`src/rtl/vram_arbiter.sv`:
```
// Purpose : shares the single-port synchronous-read VRAM between the Z80 bus and the VGA fetch engine.
// Latency : VGA fetch data 3 edges after the strobe (fixed); CPU write 1 edge, CPU read 3 edges after grant.
// Backpressure: VGA is never stalled; the CPU is held via combinational cpu_wait_n until its access is served.
module vram_arbiter #(
  parameter int ADDR_W       = 12,
  parameter int DATA_W       = 8,
  parameter int STARVE_LIMIT = 64
) (
  input  logic              clock,
  input  logic              reset_n,
  input  logic              cpu_req,
  input  logic              cpu_we,
  input  logic [ADDR_W-1:0] cpu_addr,
  input  logic [DATA_W-1:0] cpu_wdata,
  output logic [DATA_W-1:0] cpu_rdata,
  output logic              cpu_wait_n,
  output logic              cpu_starve,
  input  logic              vga_req,
  input  logic [ADDR_W-1:0] vga_addr,
  output logic [DATA_W-1:0] vga_rdata,
  output logic              vga_valid,
  output logic              ram_en,
  output logic              ram_we,
  output logic [ADDR_W-1:0] ram_addr,
  output logic [DATA_W-1:0] ram_wdata,
  input  logic [DATA_W-1:0] ram_rdata
);

  localparam int CNT_W = $clog2(STARVE_LIMIT + 1);
  localparam logic [CNT_W-1:0] LIMIT_C = CNT_W'(STARVE_LIMIT);
  localparam logic [CNT_W-1:0] ONE_C   = CNT_W'(1);

  // What each RAM access in flight was for; stage 2 lines up with ram_rdata.
  typedef enum logic [1:0] {
    TAG_NONE = 2'd0,
    TAG_VGA  = 2'd1,
    TAG_CPU  = 2'd2
  } tag_e;

  logic              ram_en_q,    ram_en_d;
  logic              ram_we_q,    ram_we_d;
  logic [ADDR_W-1:0] ram_addr_q,  ram_addr_d;
  logic [DATA_W-1:0] ram_wdata_q, ram_wdata_d;
  tag_e              tag1_q,      tag1_d;
  tag_e              tag2_q,      tag2_d;
  logic              vga_valid_q, vga_valid_d;
  logic [DATA_W-1:0] vga_rdata_q, vga_rdata_d;
  logic [DATA_W-1:0] cpu_rdata_q, cpu_rdata_d;
  logic              busy_q,      busy_d;
  logic              served_q,    served_d;
  logic              abort_q,     abort_d;
  logic [CNT_W-1:0]  cnt_q,       cnt_d;
  logic              starve_q,    starve_d;

  logic grant_vga;
  logic grant_cpu;
  logic cap_cpu;
  logic served_set;

  // Slot grant: VGA strictly first, CPU only with a fresh, not-yet-served, non-overlapping request.
  always_comb begin
    grant_vga  = vga_req;
    grant_cpu  = !vga_req && cpu_req && !served_q && !busy_q;
    cap_cpu    = (tag2_q == TAG_CPU);
    // A read that was abandoned mid-flight must not mark the next bus cycle as served.
    served_set = cpu_req && ((grant_cpu && cpu_we) || (cap_cpu && !abort_q));
  end

  // RAM command register: one-cycle enable per grant, address/data held when idle.
  always_comb begin
    ram_en_d    = grant_vga || grant_cpu;
    ram_we_d    = grant_cpu && cpu_we;
    ram_addr_d  = ram_addr_q;
    ram_wdata_d = ram_wdata_q;
    if (grant_vga) begin
      ram_addr_d = vga_addr;
    end else if (grant_cpu) begin
      ram_addr_d  = cpu_addr;
      ram_wdata_d = cpu_wdata;
    end
  end

  // Tag pipeline and read-data capture.
  always_comb begin
    tag1_d = TAG_NONE;
    if (grant_vga) begin
      tag1_d = TAG_VGA;
    end else if (grant_cpu && !cpu_we) begin
      tag1_d = TAG_CPU;
    end
    tag2_d      = tag1_q;
    vga_valid_d = (tag2_q == TAG_VGA);
    vga_rdata_d = (tag2_q == TAG_VGA) ? ram_rdata : vga_rdata_q;
    cpu_rdata_d = cap_cpu ? ram_rdata : cpu_rdata_q;
  end

  // CPU bookkeeping: busy while a read is in flight, served until the bus cycle ends.
  always_comb begin
    busy_d = busy_q;
    if (grant_cpu && !cpu_we) begin
      busy_d = 1'b1;
    end else if (cap_cpu) begin
      busy_d = 1'b0;
    end

    abort_d = abort_q;
    if (cap_cpu) begin
      abort_d = 1'b0;
    end else if (busy_q && !cpu_req) begin
      abort_d = 1'b1;
    end

    served_d = served_q;
    if (!cpu_req) begin
      served_d = 1'b0;
    end else if (served_set) begin
      served_d = 1'b1;
    end
  end

  // Starvation monitor: saturating count of pending cycles, sticky flag once the limit is hit.
  always_comb begin
    if (!cpu_req || served_q || served_set) begin
      cnt_d = '0;
    end else if (cnt_q < LIMIT_C) begin
      cnt_d = cnt_q + ONE_C;
    end else begin
      cnt_d = cnt_q;
    end
    starve_d = starve_q || (cnt_d >= LIMIT_C);
  end

  // State registers; reset discards every access in flight.
  always_ff @(posedge clock or negedge reset_n) begin
    if (!reset_n) begin
      ram_en_q    <= 1'b0;
      ram_we_q    <= 1'b0;
      ram_addr_q  <= '0;
      ram_wdata_q <= '0;
      tag1_q      <= TAG_NONE;
      tag2_q      <= TAG_NONE;
      vga_valid_q <= 1'b0;
      vga_rdata_q <= '0;
      cpu_rdata_q <= '0;
      busy_q      <= 1'b0;
      served_q    <= 1'b0;
      abort_q     <= 1'b0;
      cnt_q       <= '0;
      starve_q    <= 1'b0;
    end else begin
      ram_en_q    <= ram_en_d;
      ram_we_q    <= ram_we_d;
      ram_addr_q  <= ram_addr_d;
      ram_wdata_q <= ram_wdata_d;
      tag1_q      <= tag1_d;
      tag2_q      <= tag2_d;
      vga_valid_q <= vga_valid_d;
      vga_rdata_q <= vga_rdata_d;
      cpu_rdata_q <= cpu_rdata_d;
      busy_q      <= busy_d;
      served_q    <= served_d;
      abort_q     <= abort_d;
      cnt_q       <= cnt_d;
      starve_q    <= starve_d;
    end
  end

  // WAIT must respond within the same T-state, so it stays combinational on cpu_req.
  assign cpu_wait_n = !(cpu_req && !served_q);
  assign ram_en     = ram_en_q;
  assign ram_we     = ram_we_q;
  assign ram_addr   = ram_addr_q;
  assign ram_wdata  = ram_wdata_q;
  assign vga_valid  = vga_valid_q;
  assign vga_rdata  = vga_rdata_q;
  assign cpu_rdata  = cpu_rdata_q;
  assign cpu_starve = starve_q;

endmodule

```
`config.mk`:
```
export PLATFORM = sky130hd
export DESIGN_NAME = vram_arbiter
export DESIGN_NICKNAME = d
export VERILOG_FILES = /design/src/rtl/vram_arbiter.sv
export SDC_FILE = /design/constraint.sdc
export NUM_CORES = 1
export LEC_CHECK = 0
export ABC_AREA = 0
export BUFFER_PORTS_ARGS = -buffer_cell sky130_fd_sc_hd__buf_2
export CAP_MARGIN = 20
export CORE_MARGIN = 2
export CORE_UTILIZATION = 35
export DETAILED_ROUTE_END_ITERATION = 10
export PLACE_DENSITY = 0.7
export SKIP_CTS_REPAIR_TIMING = 1
export SLEW_MARGIN = 25
export SYNTH_ARGS = -nofsm -noshare
export SYNTH_HDL_FRONTEND = slang
export SYNTH_SLANG_ARGS = --single-unit
```
`constraint.sdc`:
```
create_clock -name clock -period 1.33 [get_ports clock]
set_input_delay 0.266 -clock clock [delete_from_list [all_inputs] [get_ports clock]]
set_output_delay 0.266 -clock clock [all_outputs]
set_load 0.005 [all_outputs]
```
==> metrics, run 1 <==
CP cell instances=buf_4, or2b_1, buf_2; pwr/cell area=1500 nW/um2; hold endpoint=ram_addr[2]; PnR worst setup slack=-0.125 ns; failing checks=setup timing; clock tree from TritonCTS=built; largest net degree at the start of global routing=55; R2R Setup Slk=-0.10 ns; DP Wirelength=2930 um; Clock Pin Slew Worst Setup and Hold Paths=0.10 ns; Die Ht=82.6 um; Post-Place Cells=321; Most used DFF post-synth=dfrtp_1; cell taking the most area after synthesis=dfrtp_1; CTS max path bufs=2; Synth Warn #=0; fraction of registers with async set/reset=100%; post-synth top area share=62.6%; syn_area_per_cell=13.6 um2; crit path time final=1.46 ns; register area=1350 um2; sequential area share after synthesis=62.6%; RSZ-0062 raised after global routing=true; vias=1526; CTS Buf Count=5; WL/cell=12.2 um; syn_nets=205; post-synthesis compound-gate area fraction=5.33%; fill count=558; die area=6810 um2; area of the multi-input gates=807 um2; io pins=86; largest family of logic cells by synthesized area=multiplexers; Clock Root Buffer=clkbuf_8; CP Capture Type=output pin; global route overflow=0; IO Port Bufs=85; Post-synth EDFFs=0; Final Hold Vio Count=0; total track usage=12.3%; share of post-route cells with drive strength above 1=53.7%; Worst Max-Slew Pin Slew=0.383 ns; Hold Path Stages=3; die width=82.6 um; Worst path slowest cell=dfrtp_1; count of different cell masters after synthesis=29; Crit path largest cell delay=0.39 ns; starting density of the core=36.3%; Min-Delay Path Class=input pin to flip-flop; worst hold start=vga_addr[2]; fmax=0.687 GHz; clk sinks=54; Cell Rows=28; ANT nets after route=0; vias in the first global route=1402; routed wire length=4040 um; largest cells by area after synthesis=dfrtp_1, mux2_2, mux2i_1; initial antenna violation count=0; Finished Layout Cells=332; endpoints failing setup=20; XOR/XNOR Fraction of Synth Area=1.62%; DRC Markers=0; Synth Instances=159; RD Place Congestion=0.669; overall power=4.37 mW; utilization after layout=49.1%; outcome=complete, but fails checks; Layout Nets=302; FF-to-FF path depth=5; Simple-Gate Fraction of Synth Area=9.44%; Critical Path Start Type=flip-flop; antenna cells=0; Via density=4.60; area grow syn2layout=35.3%; Worst EP arrival=1.19 ns; depth of the CTS H-tree=2; critical path type=flip-flop to output pin; Tcrit/Tclk final=109%; maximum VDD drop=0.748 mV; Skew-Pair Late Insertion Delay=0.30 ns; max cap viols=0; iteration-0 DRC count of the detailed router=54; Mapped Area=2160 um2; Fin Clk Skew=0.00328 ns; reg2reg end=cpu_starve; Hold WS=0.161 ns; 1st-pass router iterations=4; slew margin rel.=74.4%; Yosys reg bits=54; Core ar.=5960 um2; mux contribution to synthesized area=18.5%; adder-cell share of the synthesized area=0.579%; first-pass GRT wire length=6340 um; Pins Over Slew Limit=0; critical path peak fanout=2; CP Data Required Time=1.06 ns; LEAKAGE=1.40 nW; reg2reg start=served_q
## sequential cells by signal, summed over array words and instances, names as in the netlist
name        cells
tag1_q          2
abort_q         1
ram_we          1
cpu_rdata       8
cnt_q           7
tag2_q          2
ram_wdata       8
cpu_starve      1
served_q        1
vga_rdata       8
vga_valid       1
ram_en          1
busy_q          1
ram_addr       12
## synth_stat cells, drive strengths merged (2+ instances only)
library cell,count
dfrtp,54
mux2,24
nand2,14
o21ai,14
mux2i,13
nor2,7
clkbuf,4
nand2b,3
xor2,3
buf,2
nand4b,2
nor2b,2
nor3b,2
## worst max-delay path, delay by kind of cell, from the launching register on
kind,cells,cell delay (ns)
simple gates,1,0.23
buf+inv,2,0.27
flops,1,0.39
## final cells by class
cell class,instances,area share (%)
Multi-Input combinational cell,98,27.6
Timing Repair Buffer,96,18.9
Sequential cell,54,46.3
Clock buffer,5,2.36
Tap cell,75,3.21
Clock inverter,3,1.54
Inverter,1,0.128
## worst max path at each step
stage / start / end / slack (ns) / cells past startpoint
6_report: served_q / cpu_wait_n / -0.13 / 3
5_1_grt: served_q / cpu_wait_n / -0.16 / 3
4_1_cts: served_q / cpu_wait_n / -0.21 / 3
3_5_place_dp: served_q / cpu_starve / -0.04 / 4
3_3_place_gp: vga_req / ram_wdata[4] / -0.003 / 4
2_1_floorplan: served_q / ram_wdata[0] / -0.08 / 2
## stage by stage
stage,TNS [ns],instance area (um2),setup slack [ns]
after floorplan,-1.25,2160,-0.0807
after global placement,-0.0231,2740,-0.00325
after detailed placement,-0.177,2740,-0.0388
after CTS,-0.646,2850,-0.208
after global routing,-2.81,2920,-0.162
final,-1.22,2920,-0.125
## per-layer routing
metal	global-route usage (%)	vias up	wire length, um
met1	14.8	730	1680
met2	21.2	48	2060
li1	-	742	-
met4	3.93	0	51
met3	3.70	6	242
met5	0	-	0
## layout by cell type, fill, tap and decap left out, types with 5 or more instances in the layout
cell | netlist | routed
mux2i_1 | 13 | 13
buf_2 | 0 | 85
mux2_2 | 24 | 22
o21ai_1 | 0 | 11
nand2_1 | 14 | 14
dfrtp_1 | 54 | 54
clkbuf_8 | 0 | 5
nor2_2 | 0 | 5
buf_4 | 0 | 6
## power breakdown
group | switching [mW] | internal, mW
clock | 0.529 | 0.560
sequential | 0.181 | 1.98
combinational | 0.455 | 0.667
## cells by family (layout without fill, tap and decap cells)
| family | count (synthesis) | count (layout) |
|---|---|---|
| AOI/OAI and AO/OA | 20 | 20 |
| DFF | 54 | 54 |
| xor gates and xnor gates | 4 | 4 |
| and+or+nand+nor | 36 | 36 |
| buffers and inverters | 7 | 105 |
| adders and majority gates | 1 | 1 |
| muxes | 37 | 37 |
No activity file was read; power rests on OpenSTA's default activity.
==> inputs of run 2 (changes only) <==
SETUP_SLACK_MARGIN = 0.1   (was not set)
==> run 2 against run 1 <==
Effect of this change: the flow still finishes with violations (setup timing); non-clock buffer count is the same; largest power group unchanged; first-iteration DRC count shrank 28%; worst hold slack better by 0.0062 ns.
==> metrics, run 2 (same netlist as run 1, synthesis figures left out) <==
Hold Path Stages=2 (-1); pwr/cell area=1440 nW/um2 (-3.4%); CP Data Required Time=1.52 ns (+0.46 ns); total track usage=12.5% (+0.20 points); DRC Markers=0 (unchanged); CTS max path bufs=2 (unchanged); Tcrit/Tclk final=110% (+0.86 points); register area=1350 um2 (unchanged); clk sinks=54 (unchanged); die area=6810 um2 (unchanged); Worst EP arrival=1.65 ns (+0.46 ns); Final Hold Vio Count=0 (unchanged); DP Wirelength=2950 um (+0.49%); Comb power frac=27.4% (+1.7 points); Critical Path Start Type=flip-flop; CTS Buf Count=5 (unchanged); critical path type=flip-flop to flip-flop; Int Pwr=3.04 mW (-5.3%); Worst path slowest cell=dfrtp_1; iteration-0 DRC count of the detailed router=39 (-28%); maximum VDD drop=0.847 mV (+13%); fmax=0.682 GHz (-0.78%); global route overflow=0 (unchanged); 1st-pass router iterations=4 (unchanged); overall power=4.16 mW (-4.9%); Via density=4.65 (+1.2%); Min-Delay Path Class=input pin to flip-flop; switching pwr=1.12 mW (-3.7%); routed wire length=4150 um (+2.8%); share of post-route cells with drive strength above 1=50.8% (-2.9 points); outcome=complete, but fails checks; worst hold start=cpu_we; io pins=86 (unchanged); clock tree from TritonCTS=built; initial antenna violation count=0 (unchanged); critical path peak fanout=5 (+3); vias in the first global route=1475 (+5.2%); PnR worst setup slack=-0.137 ns (-0.0114 ns); failing checks=setup timing; most common cell after layout, fill and taps aside=buf_2; Clock Pin Slew Worst Setup and Hold Paths=0.09 ns (about the same); Skew-Pair Late Insertion Delay=0.30 ns (about the same); crit path time final=1.47 ns (+0.0114 ns); most frequent cells in the layout=buf_2, dfrtp_1, mux2_2, nand2_1, mux2i_1; Clk network pwr share=20.5% (-4.4 points); Worst Max-Slew Pin Slew=0.318 ns (-0.0651 ns); utilization after layout=48.3% (-0.74 points); Pins Over Slew Limit=0 (unchanged); LEAKAGE=1.40 nW (about the same); Crit path largest cell delay=0.40 ns (about the same); pre-CTS WS=-0.0348 ns (+0.00402 ns); max cap viols=0 (unchanged); starting density of the core=36.3% (unchanged); vias=1540 (+0.92%); Clock Root Buffer=clkbuf_8; depth of the CTS H-tree=2 (unchanged); CP cell instances=buf_4, nor4b_4, buf_4, mux2_2; most frequent CP cell=buf_4; IO Port Bufs=85 (unchanged); area of the multi-input gates=797 um2 (-1.2%); largest net degree at the start of global routing=55 (unchanged); R2R Setup Slk=-0.14 ns (-0.04 ns); Die Ht=82.6 um (unchanged); ANT nets after route=0 (unchanged); fill count=539 (-3.4%); DP Area=2740 um2 (unchanged); CP Capture Type=flip-flop; reg2reg end=ram_wdata[0]; max reg flops=12 (unchanged); hold endpoint=tag1_q[1]; die width=82.6 um (unchanged); post-route cell area=2880 um2 (-1.5%); sequential share of power=52.1% (+2.7 points); Layout Nets=302 (unchanged); FF-to-FF path depth=4 (-1); Core ar.=5960 um2 (unchanged); RD Place Congestion=0.623 (-6.9%); RSZ-0062 raised after global routing=true; area grow syn2layout=33.3%; Cell Rows=28 (unchanged); WL/cell=12.5 um (+3.1%); endpoints failing setup=29 (+45%); first-pass GRT wire length=6470 um (+2.0%); antenna cells=0 (unchanged); reg2reg start=served_q; Fin Clk Skew=0.00801 ns (+0.00472 ns); Switching Fraction=27.0% (+0.32 points); slew margin rel.=78.7% (+4.3 points)
[run 2: per-layer routing]
metal  share of wire, %  track usage [%]  up-vias  routed length (um)
li1                   -                -      738                   -
met1                 43             14.6      734                1780
met2                 50             21.9       62                2060
met3                6.6             4.02        6                 272
met4                1.0             4.10        0                  43
met5                  0                0        -                   0
[run 2: final cells by class]
cell class	count	share of cell area [%]
sequential	54	47.0
multi-input combinational	98	27.7
timing repair buffer	96	19.3
tap	75	3.26
clock buffer	7	2.65
inverter	1	0.130
[run 2: how the worst max path moves through the flow]
| stage | startpoint | endpoint | slack [ns] | cells past startpoint |
|---|---|---|---|---|
| 2_1_floorplan | served_q | ram_wdata[0] | -0.08 | 2 |
| 3_3_place_gp | vga_req | ram_wdata[7] | -0.01 | 4 |
| 3_5_place_dp | served_q | cpu_starve | -0.03 | 4 |
| 4_1_cts | served_q | cpu_wait_n | -0.19 | 3 |
| 5_1_grt | served_q | cpu_starve | -0.17 | 5 |
| 6_report | served_q | ram_wdata[0] | -0.14 | 4 |
[run 2: worst max-delay path: cells and delay by family, from the launching register on]
| family | cells | cell delay [ns] |
|---|---|---|
| buffers and inverters | 2 | 0.35 |
| flip-flops | 1 | 0.40 |
| multiplexers | 1 | 0.33 |
| AND/OR/NAND/NOR | 1 | 0.29 |
[run 2: through the flow]
step	std cells	hold slack (ns)	TNS, ns
after floorplan	159	-0.0296	-1.24
after global placement	321	0.286	-0.0819
after detailed placement	321	0.287	-0.242
after CTS	328	-0.0502	-0.487
after global routing	331	0.158	-3.40
final	331	0.167	-1.81
[run 2: power groups by stage]
stage               Combinational (mW)  Sequential, mW  Clock, mW
floorplan                        0.510            2.22          0
global placement                  1.04            2.19          0
detailed placement                1.08            2.19          0
CTS                               1.07            2.16      0.901
global route                      1.27            2.21      0.971
finish                            1.14            2.17      0.852
